### config.mk
export PLATFORM = sky130hd
export DESIGN_NAME = serial_word_comparator
export DESIGN_NICKNAME = d
export VERILOG_FILES = /design/src/rtl/serial_word_comparator_pkg.sv /design/src/rtl/serial_word_comparator_cmp_nibble_cascade.sv /design/src/rtl/serial_word_comparator.sv
export SDC_FILE = /design/constraint.sdc
export NUM_CORES = 1
export LEC_CHECK = 0
export ABC_AREA = 1
export CAP_MARGIN = 10
export CELL_PAD_IN_SITES_DETAIL_PLACEMENT = 1
export CELL_PAD_IN_SITES_GLOBAL_PLACEMENT = 1
export CORE_ASPECT_RATIO = 1.25
export CORE_MARGIN = 4
export CORE_UTILIZATION = 40
export DETAILED_ROUTE_END_ITERATION = 12
export PLACE_DENSITY_LB_ADDON = 0.08
export SYNTH_ARGS = -nofsm -noshare
export SYNTH_HDL_FRONTEND = slang
export SYNTH_HIERARCHICAL = 1
export SYNTH_SLANG_ARGS = --single-unit
### constraint.sdc
create_clock -name clk -period 2.7 [get_ports clk]
set_input_delay 0.54 -clock clk [delete_from_list [all_inputs] [get_ports clk]]
set_output_delay 0.54 -clock clk [all_outputs]
set_load 0.005 [all_outputs]
### src/rtl/serial_word_comparator_pkg.sv
// rtl/serial_word_comparator_pkg.sv - shared constants and FSM encoding for the serial comparator
package serial_word_comparator_pkg;

  localparam int NIBBLE_W = 4;

  typedef enum logic [1:0] {
    IDLE = 2'd0,
    RUN  = 2'd1,
    DONE = 2'd2
  } state_e;

endpackage

### src/rtl/serial_word_comparator_cmp_nibble_cascade.sv
// rtl/serial_word_comparator_cmp_nibble_cascade.sv - one 4-bit compare slice with eq/gt/lt carry
// A difference in this nibble overrides whatever the lower nibbles decided.
module cmp_nibble_cascade
  import serial_word_comparator_pkg::*;
(
  input  logic [NIBBLE_W-1:0] a,
  input  logic [NIBBLE_W-1:0] b,
  input  logic                eq_in,
  input  logic                gt_in,
  input  logic                lt_in,
  output logic                eq_out,
  output logic                gt_out,
  output logic                lt_out
);

  logic nib_eq;

  assign nib_eq = (a == b);
  assign eq_out = nib_eq & eq_in;
  assign gt_out = (a > b) | (gt_in & nib_eq);
  assign lt_out = (a < b) | (lt_in & nib_eq);

endmodule

### src/rtl/serial_word_comparator.sv
// rtl/serial_word_comparator.sv - multi-cycle unsigned compare, one nibble per clock, LSB first
// Result flags are registered and held until the next compare completes or reset.
module serial_word_comparator
  import serial_word_comparator_pkg::*;
#(
  parameter int NIBBLES = 4
) (
  input  logic                         clk,
  input  logic                         reset,
  input  logic                         start,
  input  logic [NIBBLE_W*NIBBLES-1:0]  a,
  input  logic [NIBBLE_W*NIBBLES-1:0]  b,
  output logic                         busy,
  output logic                         done,
  output logic                         eq,
  output logic                         gt,
  output logic                         lt
);

  localparam int W     = NIBBLE_W * NIBBLES;
  localparam int IDX_W = (NIBBLES > 1) ? $clog2(NIBBLES) : 1;
  localparam logic [IDX_W-1:0] LAST_IDX = IDX_W'(NIBBLES - 1);

  state_e           state_q, state_d;
  logic [IDX_W-1:0] idx_q;
  logic [W-1:0]     a_q, b_q;
  logic             eq_c_q, gt_c_q, lt_c_q;
  logic             eq_q, gt_q, lt_q;
  logic             accept, last;

  logic [NIBBLE_W-1:0] a_nib [NIBBLES];
  logic [NIBBLE_W-1:0] b_nib [NIBBLES];
  logic                eq_n, gt_n, lt_n;

  for (genvar n = 0; n < NIBBLES; n++) begin : g_nib
    assign a_nib[n] = a_q[n*NIBBLE_W +: NIBBLE_W];
    assign b_nib[n] = b_q[n*NIBBLE_W +: NIBBLE_W];
  end

  cmp_nibble_cascade u_slice (
    .a      (a_nib[idx_q]),
    .b      (b_nib[idx_q]),
    .eq_in  (eq_c_q),
    .gt_in  (gt_c_q),
    .lt_in  (lt_c_q),
    .eq_out (eq_n),
    .gt_out (gt_n),
    .lt_out (lt_n)
  );

  // DONE accepts a new start exactly like IDLE so requests can run back to back.
  always_comb begin
    state_d = state_q;
    accept  = 1'b0;
    last    = 1'b0;
    case (state_q)
      IDLE: begin
        if (start) begin
          accept  = 1'b1;
          state_d = RUN;
        end
      end
      RUN: begin
        if (idx_q == LAST_IDX) begin
          last    = 1'b1;
          state_d = DONE;
        end
      end
      DONE: begin
        accept  = start;
        state_d = start ? RUN : IDLE;
      end
      default: state_d = IDLE;
    endcase
  end

  always_ff @(posedge clk or posedge reset) begin
    if (reset) begin
      state_q <= IDLE;
      idx_q   <= '0;
      a_q     <= '0;
      b_q     <= '0;
      eq_c_q  <= 1'b0;
      gt_c_q  <= 1'b0;
      lt_c_q  <= 1'b0;
      eq_q    <= 1'b0;
      gt_q    <= 1'b0;
      lt_q    <= 1'b0;
    end else begin
      state_q <= state_d;
      if (accept) begin
        a_q    <= a;
        b_q    <= b;
        idx_q  <= '0;
        eq_c_q <= 1'b1;
        gt_c_q <= 1'b0;
        lt_c_q <= 1'b0;
      end else if (state_q == RUN) begin
        eq_c_q <= eq_n;
        gt_c_q <= gt_n;
        lt_c_q <= lt_n;
        idx_q  <= last ? '0 : idx_q + IDX_W'(1);
      end
      if (last) begin
        eq_q <= eq_n;
        gt_q <= gt_n;
        lt_q <= lt_n;
      end
    end
  end

  assign busy = (state_q == RUN);
  assign done = (state_q == DONE);
  assign eq   = eq_q;
  assign gt   = gt_q;
  assign lt   = lt_q;

endmodule

==> impl_results.md <==
- Detailed Place HPWL: 3830 µm
- Post-route antenna net violation count: 0
- Yosys warns: 6
- Leading area contributor after synthesis: dfrtp_1
- Relative slew slack: 0.504
- Worst vdd ir: 0.000409 V
- Largest cells by area after synthesis: dfrtp_1 47%, nand2_1 22%, nand3_1 13%
- Leakage: 1.52 nW
- CTS tree: done
- Overflow after GRT: 0
- Initial DRC Count: 65
- Max Cap Viol: 0
- RR Endpoint: gt
- Final period utilization: 0.762
- Fin. Hold Viols: 0
- Final Max Slew Viols: 0
- Drt total wl: 5130 µm
- Initial Utilization: 0.412
- Hold Path End: b_q[3]
- CP required: 2160 ps
- Fin Hold WS: 473 ps
- Post-cts resize count: 0
- Switching fraction of total power: 0.436
- Final setup vio count: 0
- Seq cells post-synth: 42
- Clk root buf: clkbuf_8
- Syn Nets: 347
- Worst Hold Path Cells: 2
- Logic pwr share: 0.499
- Rows: 30
- Setup tns final: 0 ps
- Synth-to-layout area growth: 23.2%
- Syn Inst Count: 307
- Critical path class: reg2out
- Post-synth cell types: 17
- Hold WC Path Type: reg2reg
- Global-route wire length before repair: 9270 µm
- Internal reg-to-reg setup slack: 740 ps
- Die Height: 91.4 µm
- Vias/cell: 4.86
- Largest net degree at the start of global routing: 43
- # diodes: 0
- Total GRT Usage: 0.172
- Core area: 5410 µm²
- Port Buffers: 39
- Hold_buf cts: 0
- # nets final: 382
- Min Tclk post-route: 2060 ps
- Post-Syn Area: 2230 µm²
- Detailed Routing Iterations Pass 1: 4
- Clk Latency, worst-skew pair: 290 ps
- Switch Pwr: 0.00139 W
- Total CTS buffers: 5
- CP Data Arrival Time: 1520 ps
- TritonCTS Sinks: 42
- Initial antenna violation count: 0
- Clk slew on worst S/H paths: 80 ps
- Status: complete, no violations
- Boundary Pins: 40
- Pwr dens: 1170 nW/µm²
- Achievable Freq: 0.486 GHz
- RSZ-0062 raised after global routing: no
- H-tree depth: 2
- Sequential share of the synthesized area: 0.472
- Drt wl/cell: 12.6 µm
- Layout cells sized above 1: 0.0583
- Worst r2r src: idx_q[0]
- FF-to-FF path depth: 11
- Buffers inserted by post-CTS timing repair: 0
- Slew at the pin with the worst max-slew slack: 742 ps
- Syn Area/Cell: 7.25 µm²
- Vias in the first global route: 2094
- Full die area: 6830 µm²
- Residual DRC: 0
- Clk_skew: 7.15 ps
- Die Span X: 74.7 µm
- Nature of the critical path startpoint: flop
- Clock power share: 0.147
- Yosys top cell area share: 0.472
- Via count: 1978
- CP Capture Type: primary output
- Max clock buf depth: 2
- Sequential share of power: 0.355
- Internal: 0.00181 W
- Hold_sp: b_q[3]
- Critical Path Fanout Max: 7
- GP Congestion: 0.813
==> cells by family after synthesis <==
| kind of cell | share of synthesized area |
|---|---|
| flops | 0.472 |
| compound gates | 0.00674 |
| simple gates | 0.368 |
| fa+ha+maj | 0.0281 |
| buf+inv | 0.125 |
==> per-layer routing <==
metal,vias to the layer above,global-route usage,routed length (µm)
met4,0,0.0579,87
li1,1002,-,-
met3,7,0.0377,174
met2,26,0.295,2670
met5,-,0,0
met1,943,0.209,2200
==> cell usage after synthesis <==
cell	n
dfrtp_1	42
nand3_2	1
nor2_1	2
nor2_4	1
o21ai_1	1
inv_2	4
nand3_1	57
o21ai_0	1
inv_1	45
nand2_2	2
nand2_1	128
buf_2	9
a21oi_1	1
buf_4	5
nand4_1	2
ha_1	5
buf_6	1
==> area by class of cell <==
cell class	instances	area [µm²]
flip-flops and latches	42	1050
inverters	49	184
clock buffers	8	110
fillers	692	2660
well taps	64	80.1
repair buffers	43	420
multi-input cells	201	897
==> layout by cell type (no fill, tap or decap), drive strengths merged <==
cell and n:
nand2 130, nand3 58, inv 49, dfrtp 42
clkdlybuf4s50 39, clkbuf 8, ha 5, buf 4
nor2 3, nand4 2, o21ai 2, a21oi 1
==> worst max-delay path: stages, from the launching register on <==
cell             delay, ps
dfrtp_1                420
inv_2                  110
nor2_4                 170
clkdlybuf4s50_1        520
==> state kept, by name (all words and copies together), names as in the netlist <==
name / count
lt: 1
lt_c_q: 1
gt_c_q: 1
eq_c_q: 1
state_q: 2
eq: 1
a_q: 16
gt: 1
b_q: 16
idx_q: 2
==> how the worst max path moves through the flow <==
stage                           from  endpoint  slack [ps]  cells after the start
after global routing        idx_q[0]    eq_c_q         440                     13
after global placement      idx_q[0]        gt         760                     13
final                     state_q[0]      busy         640                      3
after CTS                 state_q[0]      busy         620                      3
after floorplan             idx_q[0]        gt         920                     15
after detailed placement       start    lt_c_q         750                      4
==> power groups by stage <==
stage	clock (W)	combinational, W	sequential, W
2_1_floorplan	0	0.00127	0.00107
3_3_place_gp	0	0.00159	0.00113
3_5_place_dp	0	0.00162	0.00115
4_1_cts	0.000488	0.00164	0.00114
5_1_grt	0.000514	0.00190	0.00118
6_report	0.000469	0.00160	0.00114
==> through the flow <==
stage	utilization	total power, W	area [µm²]	std cells	setup slack, ps
2_1_floorplan	-	0.00233	2230	307	920
3_3_place_gp	0.487	0.00273	2630	399	761
3_5_place_dp	0.487	0.00277	2630	399	745
4_1_cts	0.507	0.00326	2740	407	616
5_1_grt	0.507	0.00360	2740	407	443
6_report	0.507	0.00320	2740	407	643
No activity file was read; power rests on OpenSTA's default activity.
